<file path="src/rtl/fitness_timer_pkg.sv">
// Shared encodings and widths for the workout timer.
// State values are visible on the state output port.
package fitness_timer_pkg;

  localparam int unsigned MIN_W = 8;
  localparam int unsigned SEC_W = 6;
  localparam logic [SEC_W-1:0] SEC_MAX = 6'd59;

  typedef enum logic [1:0] {
    IDLE  = 2'd0,
    RUN   = 2'd1,
    PAUSE = 2'd2,
    DONE  = 2'd3
  } state_e;

endpackage

</file>
<file path="src/rtl/sec_prescaler.sv">
// One-second tick generator: counts enabled cycles 0..TICKS_PER_SEC-1.
// tick is asserted on the wrap cycle.
module sec_prescaler #(
  parameter int unsigned TICKS_PER_SEC = 50_000_000
) (
  input  logic clk,
  input  logic rst_n,
  input  logic enable,
  input  logic clear,
  output logic tick
);

  localparam int unsigned CNT_W = (TICKS_PER_SEC > 2) ? $clog2(TICKS_PER_SEC) : 1;
  localparam logic [CNT_W-1:0] LAST = CNT_W'(TICKS_PER_SEC - 1);

  logic [CNT_W-1:0] cnt_q;
  logic [CNT_W-1:0] cnt_d;

  assign tick = enable && (cnt_q == LAST);

  // A disabled cycle holds the count, so a pause resumes mid-second.
  always_comb begin
    cnt_d = cnt_q;
    if (clear) begin
      cnt_d = '0;
    end else if (enable) begin
      cnt_d = (cnt_q == LAST) ? '0 : cnt_q + 1'b1;
    end
  end

  always_ff @(posedge clk or negedge rst_n) begin
    if (!rst_n) begin
      cnt_q <= '0;
    end else begin
      cnt_q <= cnt_d;
    end
  end

endmodule

</file>
<file path="src/rtl/workout_timer.sv">
// Workout countdown timer: IDLE/RUN/PAUSE/DONE FSM with minute/second counters.
// All outputs come straight from registers.
module workout_timer
  import fitness_timer_pkg::*;
#(
  parameter int unsigned TICKS_PER_SEC = 50_000_000
) (
  input  logic             clk,
  input  logic             rst_n,
  input  logic [MIN_W-1:0] duration,
  input  logic             start,
  input  logic             pause,
  input  logic             stop,
  output logic [MIN_W-1:0] rem_min,
  output logic [SEC_W-1:0] rem_sec,
  output logic [1:0]       state,
  output logic             done
);

  state_e           state_q, state_d;
  logic [MIN_W-1:0] rem_min_q, rem_min_d;
  logic [SEC_W-1:0] rem_sec_q, rem_sec_d;
  logic             done_q, done_d;
  logic             pre_en;
  logic             pre_clr;
  logic             sec_tick;

  // A pause or stop cycle must not advance the prescaler, even on its wrap.
  assign pre_en = (state_q == RUN) && !pause && !stop;

  sec_prescaler #(
    .TICKS_PER_SEC(TICKS_PER_SEC)
  ) u_prescaler (
    .clk    (clk),
    .rst_n  (rst_n),
    .enable (pre_en),
    .clear  (pre_clr),
    .tick   (sec_tick)
  );

  always_comb begin
    state_d   = state_q;
    rem_min_d = rem_min_q;
    rem_sec_d = rem_sec_q;
    done_d    = 1'b0;
    pre_clr   = 1'b0;
    if (stop) begin
      state_d   = IDLE;
      rem_min_d = '0;
      rem_sec_d = '0;
      pre_clr   = 1'b1;
    end else begin
      case (state_q)
        IDLE, DONE: begin
          if (start) begin
            pre_clr   = 1'b1;
            rem_sec_d = '0;
            if (duration != '0) begin
              state_d   = RUN;
              rem_min_d = duration;
            end else begin
              state_d   = DONE;
              rem_min_d = '0;
              done_d    = 1'b1;
            end
          end
        end
        RUN: begin
          if (pause) begin
            state_d = PAUSE;
          end else if (sec_tick) begin
            if (rem_sec_q != '0) begin
              rem_sec_d = rem_sec_q - 1'b1;
            end else if (rem_min_q != '0) begin
              rem_min_d = rem_min_q - 1'b1;
              rem_sec_d = SEC_MAX;
            end
            // 0:01 is the only value whose tick lands on 0:00.
            if ((rem_min_q == '0) && (rem_sec_q == SEC_W'(1))) begin
              state_d = DONE;
              done_d  = 1'b1;
            end
          end
        end
        PAUSE: begin
          if (start && !pause) begin
            state_d = RUN;
          end
        end
        default: state_d = IDLE;
      endcase
    end
  end

  always_ff @(posedge clk or negedge rst_n) begin
    if (!rst_n) begin
      state_q   <= IDLE;
      rem_min_q <= '0;
      rem_sec_q <= '0;
      done_q    <= 1'b0;
    end else begin
      state_q   <= state_d;
      rem_min_q <= rem_min_d;
      rem_sec_q <= rem_sec_d;
      done_q    <= done_d;
    end
  end

  assign rem_min = rem_min_q;
  assign rem_sec = rem_sec_q;
  assign state   = state_q;
  assign done    = done_q;

endmodule

</file>
<file path="config.mk">
export PLATFORM = sky130hd
export DESIGN_NAME = workout_timer
export DESIGN_NICKNAME = d
export VERILOG_FILES = /design/src/rtl/fitness_timer_pkg.sv /design/src/rtl/sec_prescaler.sv /design/src/rtl/workout_timer.sv
export SDC_FILE = /design/constraint.sdc
export NUM_CORES = 1
export LEC_CHECK = 0
export ABC_CLOCK_PERIOD_IN_PS = 2000
export CAP_MARGIN = 20
export CORE_UTILIZATION = 51
export DETAILED_ROUTE_END_ITERATION = 8
export PLACE_DENSITY = 0.78
export SYNTH_ARGS = -nofsm -noshare
export SYNTH_HDL_FRONTEND = slang
export SYNTH_SLANG_ARGS = --single-unit
</file>
<file path="constraint.sdc">
create_clock -name clk -period 2 [get_ports clk]
set_input_delay 0.2 -clock clk [delete_from_list [all_inputs] [get_ports clk]]
set_output_delay 0.2 -clock clk [all_outputs]
set_load 0.02 [all_outputs]
</file>
* After elaboration in Yosys (flattened, before gate mapping)
Cells that the tools add are included.
** Word-level totals
- Logic and storage cells :: 76
- Output and inout bits :: 17
- Bits in registers :: 43
** Operators by class
- $add $sub $neg :: 3
- Equal/unequal tests :: 14
- Mux-type cells :: 36
- Reduce and logical (&&, ||, !) cells :: 18
** Operators by type and width (count)
- $mux W26 :: 3
- $mux W8 :: 7
- $mux W6 :: 6
- $add A26 B1 Y26 const B :: 1
- $eq A26 B26 Y1 const B :: 1
- $pmux W8 S2 :: 1
- $reduce_bool A8 Y1 :: 2
- $ne A3 B3 Y1 const B :: 5
- $mux W2 :: 7
- $pmux W6 S2 :: 1
- $mux W1 :: 9
- $logic_not A8 Y1 :: 1
- $sub A8 B1 Y8 const B :: 1
- $eq A6 B1 Y1 const B :: 1
- $pmux W2 S3 :: 1
- $reduce_and A6 Y1 :: 1
- $reduce_bool A6 Y1 :: 1
- $sub A6 B1 Y6 const B :: 1
- $logic_and A1 B1 Y1 :: 5
- $reduce_and A5 Y1 :: 1
- $eq A2 B2 Y1 const B :: 2
- $ne A4 B2 Y1 const B :: 1
- $ne A4 B3 Y1 const B :: 1
- $ne A4 B4 Y1 const B :: 1
- other kinds (9) :: 10

* Longest topological paths before layout
- Word-level depth :: 8
- Depth in mapped cells :: 9
- Mapped depth without buffers :: 7

* Modules after synthesis
From an unflattened synthesis, not the netlist that was laid out.
** Unflattened totals
- Cells, all modules :: 326
- Area total of the unflattened synthesis :: 2887.8 um^2
** By module, submodules not included
- sec_prescaler :: seq. area each 650.6 um^2, area each 1551.5 um^2, times used 1, cells an instance 173
- workout_timer :: seq. area each 425.4 um^2, area each 1336.3 um^2, times used 1, cells an instance 153

* Least setup slack after synthesis
No wires, ideal clock.
- Kind :: reg-to-reg
- From :: register state_q[0] (netlist: state[0])
- To :: register rem_min_q[4] (netlist: rem_min[4])
- Slack :: -0.193 ns
- Cell stages (with the launch flop) :: 9
- Setup time :: 0.124 ns
- Path buffers :: 1
- Data arrival time :: 2.069 ns
- Cells stage by stage :: dfrtp_1 inv_1 ha_1 or2_2 a31o_2 clkbuf_1 nand3b_1 a21oi_1 a211o_2
** Between the ends
- Cells in the longest elaborated chain, start to end :: 6
- Elaborated cells between the ends (all ways) :: 16
** RTL lines
- start: declaration :: RTL line workout_timer.sv:20 : state_e state_q, state_d;
- start signal: assignment :: RTL line workout_timer.sv:102 : state_q <= state_d;
- $eq A2 B1 Y1 :: RTL line workout_timer.sv:29, workout_timer.sv:53
- $logic_and A1 B1 Y1 (2 in series) :: RTL line workout_timer.sv:29 : assign pre_en = (state_q == RUN) && !pause && !stop;
- $logic_and A1 B1 Y1 :: RTL line sec_prescaler.sv:19 : assign tick = enable && (cnt_q == LAST);
- $ne A3 B3 Y1 (no source line)
- $reduce_and A6 Y1 (no source line)
- end signal: assignment :: RTL line workout_timer.sv:103 : rem_min_q <= rem_min_d;
- end: declaration :: RTL line workout_timer.sv:21 : logic [MIN_W-1:0] rem_min_q, rem_min_d;
Several ways; a longest one is shown, not always the timed one.
A chain may end at the register's enable or synchronous reset.

* Worst setup path after layout
- From :: register rem_sec_q[2] (netlist: rem_sec[2])
- To :: register rem_min_q[7] (netlist: rem_min[7])
** Between the ends
- Cells in the longest elaborated chain, start to end :: 3
** RTL lines
- start: declaration :: RTL line workout_timer.sv:22 : logic [SEC_W-1:0] rem_sec_q, rem_sec_d;
- start signal: assignment :: RTL line workout_timer.sv:104 : rem_sec_q <= rem_sec_d;
- $reduce_bool A6 Y1 :: RTL line workout_timer.sv:72 : if (rem_sec_q != '0) begin
- $ne A3 B3 Y1 (no source line)
- $reduce_and A6 Y1 (no source line)
Every way passes these cells.

==> run summary <==
Instance count of the mapped netlist - 333
H-tree Lvls - 2
Slew Viols, Final - 0
Max Cap Violations - 0
CTS tree - built
Initial DRC count - 467
Row cnt - 26
Worst-path clk slew - 0.09 ns
Grt ovf - 0
CTS buffer count - 5
Worst min-delay path category - input pin to asynchronous set/reset pin
Number of buffers added on ports - 29
Router iterations before antenna repair - 6
CP bufs+invs - 1
Avg Cell Area, Syn - 8.57 sq um
GP Congestion - 0.966
Core ar. - 5240 sq um
FF+latch count, synth - 43
R2r endpoint - rem_min[7]$_DFFE_PN0P_
Setup TNS - -2.68 ns
Slowest stage delay, CP - 0.54 ns
Share of layout cells above drive strength 1 - 31.8%
Cell Pwr Density - 1060 nW/um^2
CP Class - flop to flop
Initial Utilization - 54.5%
Clock Skew - 0.00884 ns
Final Cycle Share - 108%
DRT antenna net count - 0
Register area share after synthesis - 37.7%
Sink Count - 43
Critical Path Start Type - flop
Crit-path slowest cell - or4_4
Final Setup Violations - 26
Synth Warn # - 0
CTS Root Cell - clkbuf_8
FMAX - 461 MHz
Die area - 5900 sq um
Fill count - 340
RSZ-0062 raised after global routing - yes
CP arrival - 2.43 ns
Final wirelength - 9650 um
Detailed-route via count - 3306
Largest net degree at the start of global routing - 25
Crit-path max FO - 4
Worst-Skew Late Latency - 0.32 ns
Synth top area cells - dfrtp_1, nand3_1, a31oi_1
DRC Markers - 0
Power Total - 4.37 mW
Number of synthesized flops with an enable pin - 0
Initial antenna violation count - 0
Final setup margin - -0.167 ns
Vias in the first global route - 2950
Ys flop type - dfrtp_1
R2R cell count - 6
Dpl hpwl - 5910 um
Clk buf depth - 2
Die height - 76.8 um
Worst Setup EP - rem_min[7]$_DFFE_PN0P_
CP delay by family, top - simple AND/OR/NAND/NOR gates
Worst VDD drop - 848 uV
Crit Reg-Reg Startpoint - rem_sec[2]$_DFFE_PN0P_
Async S/R FF share, synth - 100%
Final Core Density - 79.0%
GRT Total Usage - 30.0%
CP startpoint - rem_sec[2]$_DFFE_PN0P_
Failing checks - setup timing
Distinct cells, synth - 53
Status - finished, violations left
CP cell instances - or4_4 -> a211oi_2 -> buf_4 -> nand4_1 -> nor4_2 -> a211o_2
I/O pins - 30
Post-DP Area - 3670 sq um
Routed len/inst - 19.4 um
LEAKAGE - 1.70 nW
Worst-margin pin slew - 0.486 ns
Vias per std cell - 6.64
FF-to-FF setup slack - -0.17 ns
Relative slew slack - 67.6%
Mapped Area - 2860 sq um
Largest area contributor in the netlist - dfrtp_1
Die Wd - 76.8 um
N_diodes - 0
Crit end category - flop
Hold Fails Final Rpt - 0
Nets - 448
First-pass GRT wire length - 14100 um
Stages on the worst setup path - 6
Syn-to-layout area delta - 44.9%
Fin area - 4140 sq um
Crit path time final - 2.17 ns
Post-synth top area share - 37.7%
Syn Nets - 354
WP data required - 2.26 ns
-- cells in the mapped netlist, types with 3 or more instances --
library cell,n
dfrtp_1,43
nor2_1,29
nand2_1,28
nand3_1,24
a31oi_1,19
a21oi_1,18
nand4_1,17
inv_1,14
clkbuf_1,12
nor3_1,11
ha_1,8
nor4_1,7
nand3b_1,6
o211ai_1,6
or3_1,6
xor2_1,6
a31o_2,5
mux2i_1,5
o21ai_0,5
a211o_2,4
a21o_1,4
nand2b_1,4
or4_1,4
a211oi_1,3
a22o_1,3
a41oi_1,3
and3_1,3
o311ai_0,3
-- sequential cells by signal (all words and copies together), names as in the netlist --
name               cells
rem_sec                6
rem_min                8
u_prescaler.cnt_q     26
state                  2
done                   1
-- logic make-up after synthesis --
group,count (synthesis),share of synthesized area (%)
AO/OA/AOI/OAI,88,21.9
XOR/XNOR,6,1.84
adder cells (fa/ha/maj),8,3.51
buffers and inverters,29,3.90
flip-flops,43,37.7
multiplexers,6,2.15
AND/OR/NAND/NOR,153,29.1
-- stage by stage --
stage | instances | setup slack [ns] | hold WS [ns]
floorplan | 333 | -0.0337 | -0.0956
global placement | 477 | -0.141 | 0.00232
detailed placement | 477 | -0.247 | 0.00353
CTS | 492 | -0.0957 | 0.206
global route | 498 | -0.228 | 0.222
finish | 498 | -0.167 | 0.206
-- cells in the final DEF (no fill, tap or decap), types with 9 or more instances in the layout --
| cell | n |
|---|---|
| nor2_1 | 25 |
| nand4_1 | 17 |
| nand3_1 | 23 |
| clkdlybuf4s50_1 | 28 |
| inv_1 | 13 |
| buf_4 | 60 |
| buf_6 | 9 |
| a21oi_1 | 17 |
| nand2_1 | 28 |
| a31oi_1 | 16 |
| nor3_1 | 9 |
| dfrtp_1 | 39 |
-- where the power goes --
group          internal (mW)  switching (mW)  total (mW)
clock network          0.250           0.356       0.606
registers               1.00           0.133        1.13
logic                   1.21            1.42        2.63
total                   2.46            1.91        4.37
-- how the worst min path moves through the flow --
stage / from / end / slack, ns / depth (start not counted)
after CTS: rst_n / u_prescaler.cnt_q[13]$_DFFE_PN0P_ / 0.21 / 2
after global placement: rst_n / u_prescaler.cnt_q[13]$_DFFE_PN0P_ / 0.002 / 1
final: rst_n / u_prescaler.cnt_q[17]$_DFFE_PN0P_ / 0.21 / 2
after global routing: rst_n / u_prescaler.cnt_q[17]$_DFFE_PN0P_ / 0.22 / 2
after detailed placement: rst_n / u_prescaler.cnt_q[13]$_DFFE_PN0P_ / 0.004 / 1
after floorplan: rst_n / done$_DFF_PN0_ / -0.1 / 0
-- timing repair --
item	4_1_cts	5_1_grt
setup buffers	5	7
pin swaps	6	11
resized for setup	16	39
hold buffers	1	0
setup endpoints to repair	40	40
cloned	1	0
hold endpoints to repair	43	0
-- area by class of cell --
class,instances,area [sq um],share of cell area [%]
inverter,14,52.6,1.27
clock buffer,5,68.8,1.66
timing repair buffer,101,887,21.4
clock inverter,3,23.8,0.575
multi-input combinational,262,1940,46.8
tap,70,87.6,2.12
sequential,43,1080,26.1
-- layer usage --
| layer | vias up | share of wire (%) | global-route usage (%) |
|---|---|---|---|
| met1 | 1622 | 42 | 40.5 |
| met3 | 30 | 7.2 | 4.29 |
| li1 | 1456 | - | - |
| met4 | 0 | 2.6 | 10.0 |
| met5 | - | 0 | 0 |
| met2 | 198 | 48 | 49.3 |
No activity file was read; power rests on OpenSTA's default activity.
